$ cat src/rtl/br_fifo_pkg.sv
// Shared CPU constants for the branch-register FIFO: control word layout, default widths,
// and the decode of push/pop/flush requests into a single operation.
package br_fifo_pkg;

  localparam int CTRL_W         = 25;
  localparam int DATA_WIDTH     = 16;
  localparam int CTRL_LOAD_BIT  = 12;
  localparam int CTRL_POP_BIT   = 13;
  localparam int CTRL_FLUSH_BIT = 14;

  typedef enum logic [2:0] {
    OP_IDLE,
    OP_PUSH,
    OP_POP,
    OP_PUSH_POP,
    OP_FLUSH
  } fifo_op_e;

  // Flush outranks push and pop requested on the same edge.
  function automatic fifo_op_e decode_op(input logic flush, input logic push, input logic pop);
    fifo_op_e op;
    if (flush)             op = OP_FLUSH;
    else if (push && pop)  op = OP_PUSH_POP;
    else if (push)         op = OP_PUSH;
    else if (pop)          op = OP_POP;
    else                   op = OP_IDLE;
    return op;
  endfunction

endpackage

$ cat src/rtl/br_fifo_ptr.sv
// Pointer, occupancy and sticky-flag bookkeeping for br_fifo; reports which requests
// are accepted this cycle so the parent can update storage and last_val.
module br_fifo_ptr
  import br_fifo_pkg::*;
#(
  parameter  int DEPTH = 4,
  localparam int PTR_W = $clog2(DEPTH),
  localparam int CNT_W = PTR_W + 1
) (
  input  logic             clk,
  input  logic             rst,
  input  fifo_op_e         op_i,
  output logic [PTR_W-1:0] wr_ptr_o,
  output logic [PTR_W-1:0] rd_ptr_o,
  output logic [CNT_W-1:0] count_o,
  output logic             empty_o,
  output logic             full_o,
  output logic             ovf_o,
  output logic             unf_o,
  output logic             push_ok_o,
  output logic             pop_ok_o
);

  logic [PTR_W-1:0] wr_ptr_q, wr_ptr_d;
  logic [PTR_W-1:0] rd_ptr_q, rd_ptr_d;
  logic [CNT_W-1:0] count_q, count_d;
  logic             ovf_q, ovf_d;
  logic             unf_q, unf_d;
  logic             empty, full;
  logic             push_ok, pop_ok;

  assign empty = (count_q == '0);
  assign full  = (count_q == CNT_W'(DEPTH));

  // A full FIFO still accepts push+pop: the pop frees the slot the push fills.
  always_comb begin
    // NOTE: every signal written here gets a default first, so no path can infer a latch.
    push_ok = 1'b0;
    pop_ok  = 1'b0;
    ovf_d   = ovf_q;
    unf_d   = unf_q;
    unique case (op_i)
      OP_PUSH: begin
        if (full) ovf_d   = 1'b1;
        else      push_ok = 1'b1;
      end
      OP_POP: begin
        if (empty) unf_d  = 1'b1;
        else       pop_ok = 1'b1;
      end
      OP_PUSH_POP: begin
        push_ok = 1'b1;
        pop_ok  = !empty;
      end
      OP_FLUSH: begin
        ovf_d = 1'b0;
        unf_d = 1'b0;
      end
      default: ;
    endcase
  end

  always_comb begin
    wr_ptr_d = wr_ptr_q + PTR_W'(push_ok);
    rd_ptr_d = rd_ptr_q + PTR_W'(pop_ok);
    count_d  = count_q;
    if (push_ok && !pop_ok)      count_d = count_q + CNT_W'(1);
    else if (pop_ok && !push_ok) count_d = count_q - CNT_W'(1);
    if (op_i == OP_FLUSH) begin
      wr_ptr_d = '0;
      rd_ptr_d = '0;
      count_d  = '0;
    end
  end

  // NOTE: sequential state uses non-blocking assignments so every register samples pre-edge values.
  always_ff @(posedge clk) begin
    if (rst) begin
      wr_ptr_q <= '0;
      rd_ptr_q <= '0;
      count_q  <= '0;
      ovf_q    <= 1'b0;
      unf_q    <= 1'b0;
    end else begin
      wr_ptr_q <= wr_ptr_d;
      rd_ptr_q <= rd_ptr_d;
      count_q  <= count_d;
      ovf_q    <= ovf_d;
      unf_q    <= unf_d;
    end
  end

  assign wr_ptr_o  = wr_ptr_q;
  assign rd_ptr_o  = rd_ptr_q;
  assign count_o   = count_q;
  assign empty_o   = empty;
  assign full_o    = full;
  assign ovf_o     = ovf_q;
  assign unf_o     = unf_q;
  assign push_ok_o = push_ok && !rst;
  assign pop_ok_o  = pop_ok && !rst;

endmodule

$ cat src/rtl/br_fifo.sv
// Branch-register FIFO driven by microinstruction control bits; holds the data array,
// the last-popped register and the head/last_val output mux.
module br_fifo
  import br_fifo_pkg::*;
#(
  parameter int WIDTH     = DATA_WIDTH,
  parameter int DEPTH     = 4,
  parameter int LOAD_BIT  = CTRL_LOAD_BIT,
  parameter int POP_BIT   = CTRL_POP_BIT,
  parameter int FLUSH_BIT = CTRL_FLUSH_BIT
) (
  input  logic                     clk,
  input  logic                     rst,
  input  logic [CTRL_W-1:0]        control,
  input  logic [WIDTH-1:0]         MBR_in,
  output logic [WIDTH-1:0]         BRout,
  output logic [$clog2(DEPTH):0]   br_count,
  output logic                     br_empty,
  output logic                     br_full,
  output logic                     br_ovf,
  output logic                     br_unf
);

  localparam int PTR_W = $clog2(DEPTH);

  fifo_op_e         op;
  logic [PTR_W-1:0] wr_ptr, rd_ptr;
  logic             push_ok, pop_ok;
  logic             ctrl_unused;
  logic [WIDTH-1:0] mem_q [DEPTH];
  logic [WIDTH-1:0] last_val_q;

  assign op          = decode_op(control[FLUSH_BIT], control[LOAD_BIT], control[POP_BIT]);
  assign ctrl_unused = ^control;

  br_fifo_ptr #(
    .DEPTH (DEPTH)
  ) u_ptr (
    .clk       (clk),
    .rst       (rst),
    .op_i      (op),
    .wr_ptr_o  (wr_ptr),
    .rd_ptr_o  (rd_ptr),
    .count_o   (br_count),
    .empty_o   (br_empty),
    .full_o    (br_full),
    .ovf_o     (br_ovf),
    .unf_o     (br_unf),
    .push_ok_o (push_ok),
    .pop_ok_o  (pop_ok)
  );

  // NOTE: the data array has no reset; occupancy gates what BRout can show, so stale entries stay hidden.
  always_ff @(posedge clk) begin
    if (push_ok) mem_q[wr_ptr] <= MBR_in;
  end

  // On a full push+pop the write lands on the popped slot; last_val takes the pre-edge entry.
  always_ff @(posedge clk) begin
    if (rst)         last_val_q <= '0;
    else if (pop_ok) last_val_q <= mem_q[rd_ptr];
  end

  assign BRout = br_empty ? last_val_q : mem_q[rd_ptr];

endmodule

$ cat config.mk
export PLATFORM = sky130hd
export DESIGN_NAME = br_fifo
export DESIGN_NICKNAME = d
export VERILOG_FILES = /design/src/rtl/br_fifo_pkg.sv /design/src/rtl/br_fifo_ptr.sv /design/src/rtl/br_fifo.sv
export SDC_FILE = /design/constraint.sdc
export NUM_CORES = 1
export LEC_CHECK = 0
export BUFFER_PORTS_ARGS = -buffer_cell sky130_fd_sc_hd__buf_4
export CORE_UTILIZATION = 55
export CTS_BUF_LIST = sky130_fd_sc_hd__clkbuf_16
export CTS_CLUSTER_SIZE = 20
export DETAILED_ROUTE_END_ITERATION = 6
export MAX_ROUTING_LAYER = met4
export PLACE_DENSITY = 0.79
export SKIP_CTS_REPAIR_TIMING = 1
export SYNTH_ARGS = -nofsm -noshare
export SYNTH_HDL_FRONTEND = slang
export SYNTH_SLANG_ARGS = --single-unit
$ cat constraint.sdc
create_clock -name clk -period 7.8 [get_ports clk]
set_clock_uncertainty 0.15 [all_clocks]
set_input_delay 0.39 -clock clk [delete_from_list [all_inputs] [get_ports clk]]
set_output_delay 0.39 -clock clk [all_outputs]
set_load 0.03 [all_outputs]
==> results.yml, run 1 <==
floorplan:
  start_util_pct: 58.0
  coreArea_sq_mm: 0.00599
  core.rowCount: 28
  ios: 66
  die_area_sq_mm: 0.00664
  die_y_um: 81.5
  die_w_um: 81.5
yosys:
  netlist_instances: 189
  synth_area_per_cell_sq_um: 18.4
  syn-num-nets: 236
  synth-seq-area-share_pct: 69.7
  synth_cell_types: 32
  yosysWarnings: 0
  syn_area_sq_mm: 0.00347
  synth_seq_cells: 89
worst_setup_path:
  cp-start-kind: "register"
  crit_slowest_cell: "mux4_1"
  end_kind: "output port"
  critPathMaxStageDelay_ps: 620
  worst_ep_arrival_time_ps: 2330
  critPathKind: "register to output port"
  critPathMostFrequentCell: "buf_4"
  path_cells: "buf_4 > mux4_1 > mux2_2 > buf_4"
  worst_ep_required_time_ps: 7260
  path_max_fanout: 11
sta:
  report.final.slew_viol_count: 0
  max_slew_margin_pct: 42.7
  finalSetupTns_ps: 0
  rsz0062_at_grt: "no"
  fin_ws_ps: 4930
  finalHoldViolCount: 0
  layout_min_cycle_time_ps: 2870
  setup_violations: 0
  min_period_over_period_pct: 36.8
  tightest_slew_ps: 858
  fmax_mhz: 349
detailed_routing:
  drc_errors: 0
  drt_iter0_drc: 202
  vias_per_cell: 5.80
  wire_per_inst_um: 18.8
  ant_nets: 0
  totalWireLength_um: 6030
  vias: 1856
  dr.pass1.iters: 4
place:
  place_congestion: 0.689
  dp_slack_ps: 5240
  port_buffers: 43
  post-dp-hpwl_um: 3760
global_routing:
  first_global_vias: 1812
  grt_pass1_wl_um: 9390
  track_usage_pct: 21.1
  overflow: 0
  grt_max_degree: 22
  grt_antenna_before_repair: 0
min_path:
  min_path_type: "input port to register"
power:
  power_leakage_uw: 0.00155
  irDropWorstVdd_mv: 0.260
  powerDensity_mw_per_mm2: 257
cts:
  clock_path_buffers: 2
  cts_buffers: 9
  root_buffer: "clkbuf_16"
  htreeDepth: 3
  clock-sinks: 89
  clk_pin_slew_ps: 60
  clk_latency_ps: 330
  cts_tree: "yes"
final_layout:
  fin_nets: 287
  antenna_cells: 0
  drive_gt1_share_pct: 41.2
  area_growth_pct: 21.7
flow_run:
  max_cap_violations: 0
outcome:
  status: "complete, no violations"
-- power breakdown --
part | switching (uW) | internal [uW] | total (uW)
clock network | 168 | 313 | 481
logic | 49.0 | 38.4 | 87.4
registers | 4.24 | 513 | 517
total | 222 | 864 | 1090
-- state kept, by name, indices dropped and copies added (netlist names) --
| signal | count |
|---|---|
| u_ptr.rd_ptr_o | 2 |
| u_ptr.count_o | 3 |
| u_ptr.unf_o | 1 |
| last_val_q | 16 |
| u_ptr.wr_ptr_o | 2 |
| u_ptr.ovf_o | 1 |
| mem_q | 64 |
-- through the flow --
stage / utilization [%] / total power (uW) / cell area (sq um) / instances / hold WS [ps]
after floorplan: - / 582 / 3470 / 189 / 287
after global placement: 64.8 / 613 / 3880 / 304 / 300
after detailed placement: 64.8 / 615 / 3880 / 304 / 301
after CTS: 70.6 / 1090 / 4230 / 320 / 101
after global routing: 70.6 / 1120 / 4230 / 320 / 102
final: 70.6 / 1090 / 4230 / 320 / 102
-- layout make-up --
class / count / area [sq um]
tap: 75 / 93.8
inverter: 5 / 18.8
clock inverter: 7 / 116
sequential: 89 / 2420
multi-input combinational: 85 / 975
timing repair buffer: 50 / 375
fill: 366 / 1760
clock buffer: 9 / 225
-- logic make-up (layout without fill, tap and decap cells) --
| group | Yosys count | count (layout) | synth area share [%] |
|---|---|---|---|
| xor+xnor | 4 | 4 | 1.01 |
| compound gates | 21 | 21 | 4.97 |
| fa+ha+maj | 4 | 4 | 1.66 |
| flops | 89 | 89 | 69.7 |
| simple gates | 23 | 23 | 3.71 |
| mux | 33 | 33 | 16.3 |
| buf+inv | 15 | 71 | 2.63 |
-- layer usage --
layer / vias up / share of wire [%] / global-route usage (%)
li1: 853 / - / -
met1: 937 / 44 / 27.7
met2: 55 / 49 / 32.7
met3: 11 / 4.9 / 3.33
met4: 0 / 1.8 / 9.64
met5: - / 0 / -
-- cells in the mapped netlist (all sizes together) --
cell    instances  share of area (%)
ha              3                1.1
o21ba           1               0.29
o21ai           1               0.14
xor2            2               0.50
clkbuf          2               0.25
nor3            4               0.86
inv             5               0.54
fa              1               0.58
nor2           10                1.1
buf             8                1.8
a21oi           1               0.14
nor4b           1               0.25
mux4           16                 11
a22o           16                4.0
xnor2           2               0.50
nor3b           3               0.65
nand2           1               0.11
or2             1               0.18
or3             1               0.18
edfxtp         64                 55
dfxtp          25                 14
mux2           16                5.2
or4             1               0.22
a31oi           2               0.36
nand2b          1               0.18
mux2i           1               0.29
-- final timing paths --
| kind | start | to | slack [ps] | cells past startpoint |
|---|---|---|---|---|
| min | MBR_in[11] | mem_q[0][11] | 100 | 1 |
| max | u_ptr.rd_ptr_o[0] | BRout[0] | 4930 | 4 |
| min reg2reg | u_ptr.ovf_o | u_ptr.ovf_o | 320 | 2 |
| max reg2reg | u_ptr.count_o[0] | u_ptr.count_o[2] | 5300 | 10 |
-- worst max-delay path, delay by kind of cell (launching register included) --
family	cells	cell delay, ps
multiplexers	2	910
flip-flops	1	590
buffers and inverters	2	500
-- layout by cell type, fill, tap and decap left out, drive strengths merged, types with 2 or more instances in the layout --
cell / instances
edfxtp: 64
buf: 50
dfxtp: 25
mux2: 16
a22o: 16
mux4: 16
nor2: 10
clkbuf: 9
inv: 6
nor3: 4
ha: 3
bufinv: 3
nor3b: 3
xnor2: 2
xor2: 2
a31oi: 2
clkinv: 2
No activity file was read; power rests on OpenSTA's default activity.
==> inputs of run 2 (changes only) <==
Settings changed: ABC_AREA from default to 1, CORE_UTILIZATION 55 to 51, PLACE_DENSITY 0.79 to 0.76.
Clock period 7.8 ns to 2.48 ns, I/O delays scaled along.
==> results.yml, run 2 <==
outcome:
  status: "complete, but fails checks"
  violations: "design-rule violations, negative hold slack"
detailed_routing:
  wire_per_inst_um: 12.1
  drt_iter0_drc: 150
  vias_per_cell: 4.60
  vias: 2983
  ant_nets: 0
  totalWireLength_um: 7820
  dr.pass1.iters: 6
  drc_errors: 1
yosys:
  synth_cell_types: 23
  yosys-top-cells-count: "nand2_1, inv_1, edfxtp_1, nor2_1, nand3_1"
  synth_seq_cells: 89
  synth-seq-area-share_pct: 59.8
  async_flop_share_pct: 0
  synth_edf_count: 64
  netlist_instances: 474
  synthFlopType: "edfxtp_1"
  synth_area_per_cell_sq_um: 8.55
  syn-num-nets: 521
  synth_top_cell_by_area: "edfxtp_1"
  syn_area_sq_mm: 0.00405
  yosysMostFrequentCell: "nand2_1"
  synth_top_cells_by_area: "edfxtp_1, nand2_1, dfxtp_1"
  synth_top_area_share_pct: 47.4
  yosysWarnings: 0
power:
  power_leakage_uw: 0.00237
  irDropWorstVdd_mv: 0.376
  powerDensity_mw_per_mm2: 651
worst_setup_path:
  path_max_fanout: 32
  cp-start-kind: "register"
  end_kind: "output port"
  r2r-end: "u_ptr.unf_o"
  reg2reg_depth: 7
  reg2reg_from: "u_ptr.count_o[0]"
  crit_slowest_cell: "inv_2"
  path_cells: "buf_4 > inv_2 > nand2_1 > nand3_1 > nand2_1 > nand2_1 > nand2_1 > buf_4"
  critPathMostFrequentCell: "nand2_1"
  r2r_slack_ps: 430
  critPathKind: "register to output port"
  critPathMaxStageDelay_ps: 410
  worst_ep_arrival_time_ps: 1860
  worst_ep_required_time_ps: 2210
final_layout:
  fill_cells: 638
  regMostFlops: "mem_q"
  fin_nets: 588
  antenna_cells: 0
  area_growth_pct: 21.9
  drive_gt1_share_pct: 14.3
  design_area_sq_mm: 0.00494
  largest_reg_flops: 64
  most-common-layout-cells: "nand2_1, inv_1, edfxtp_1"
  final_common_cell: "nand2_1"
floorplan:
  die_area_sq_mm: 0.00831
  ios: 66
  die_w_um: 91.2
  coreArea_sq_mm: 0.00769
  start_util_pct: 52.7
  core.rowCount: 32
  die_y_um: 91.2
sta:
  finalSetupTns_ps: 0
  tightest_slew_ps: 525
  min_period_over_period_pct: 85.9
  fmax_mhz: 469
  report.final.slew_viol_count: 0
  finalHoldViolCount: 1
  fin_ws_ps: 349
  setup_violations: 0
  rsz0062_at_grt: "no"
  whs_ps: -9.10
  layout_min_cycle_time_ps: 2130
  max_slew_margin_pct: 64.9
flow_run:
  max_cap_violations: 0
cts:
  clk_latency_ps: 340
  cts_buffers: 9
  htreeDepth: 3
  clk_pin_slew_ps: 60
  clock-sinks: 89
  cts_tree: "yes"
  clock_path_buffers: 2
  root_buffer: "clkbuf_16"
min_path:
  min_path_type: "input port to register"
  hp-start: "control[13]"
  hold_path_depth: 4
  worstHoldEndpoint: "u_ptr.ovf_o"
global_routing:
  grt_pass1_wl_um: 12600
  grt_antenna_before_repair: 0
  track_usage_pct: 20.4
  first_global_vias: 2746
  overflow: 0
  grt_max_degree: 33
place:
  place_congestion: 0.774
  post-dp-hpwl_um: 4940
  port_buffers: 43
  dp_slack_ps: 551
  place_area_sq_mm: 0.00447
run 2: changes by cell type after synthesis, sizes merged, moves of 16 or more:
cell   before  now
inv         5   99
mux4       16    0
mux2       16    0
nand3       0   36
nand2       1  176
nor2       10   46
a22o       16    0
run 2: report_power, final:
part           internal [uW]  switching (uW)  leakage [uW]
logic                    137             222       0.00146
clock network            676             549      0.000129
registers               1620            13.0      0.000781
total                   2430             785       0.00237
run 2: kinds of logic after synthesis:
kind of cell / after synthesis / share of synthesized area [%]
adder cells (fa/ha/maj): 4 / 1.42
AO/OA/AOI/OAI: 3 / 0.370
flip-flops: 89 / 59.8
AND/OR/NAND/NOR: 260 / 25.9
buffers and inverters: 115 / 11.9
XOR/XNOR: 3 / 0.648
run 2: routing by layer:
layer / GRT usage [%] / share of wire [%] / vias to the layer above
li1: - / - / 1561
met1: 24.4 / 44 / 1320
met2: 33.2 / 49 / 83
met3: 3.27 / 5.0 / 19
met4: 11.0 / 2.1 / 0
met5: - / 0 / -
run 2: worst max path at each step:
stage / start / slack (ps) / end
floorplan: u_ptr.count_o[2] / 120 / u_ptr.count_o[1]
global placement: u_ptr.count_o[0] / 560 / u_ptr.count_o[2]
detailed placement: u_ptr.count_o[0] / 550 / u_ptr.count_o[2]
CTS: u_ptr.rd_ptr_o[0] / 340 / BRout[7]
global route: u_ptr.rd_ptr_o[0] / 200 / BRout[1]
finish: u_ptr.rd_ptr_o[0] / 350 / BRout[7]
run 2: cell type report:
cell class                      instances  area [sq um]  share of cell area [%]
Timing Repair Buffer                   72           591                    12.0
Tap cell                              102           128                    2.58
Sequential cell                        89          2420                    49.0
Clock buffer                            9           225                    4.56
Clock inverter                          7          46.3                   0.937
Multi-Input combinational cell        270          1150                    23.4
Inverter                               99           374                    7.57
run 2: critical path: cells and delay by family (launching register included):
family / cells / cell delay [ps]
buf+inv: 3 / 750
simple gates: 5 / 470
flops: 1 / 290
run 2: stage by stage:
stage / hold WS [ps] / std cells / util, % / total power [uW]
4_1_cts: -170 / 628 / 61.7 / 3210
5_1_grt: 51.9 / 648 / 64.3 / 3330
6_report: -9.10 / 648 / 64.3 / 3220
3_3_place_gp: 173 / 612 / 58.1 / 1990
3_5_place_dp: 176 / 612 / 58.1 / 2000
2_1_floorplan: 69.8 / 474 / - / 1880
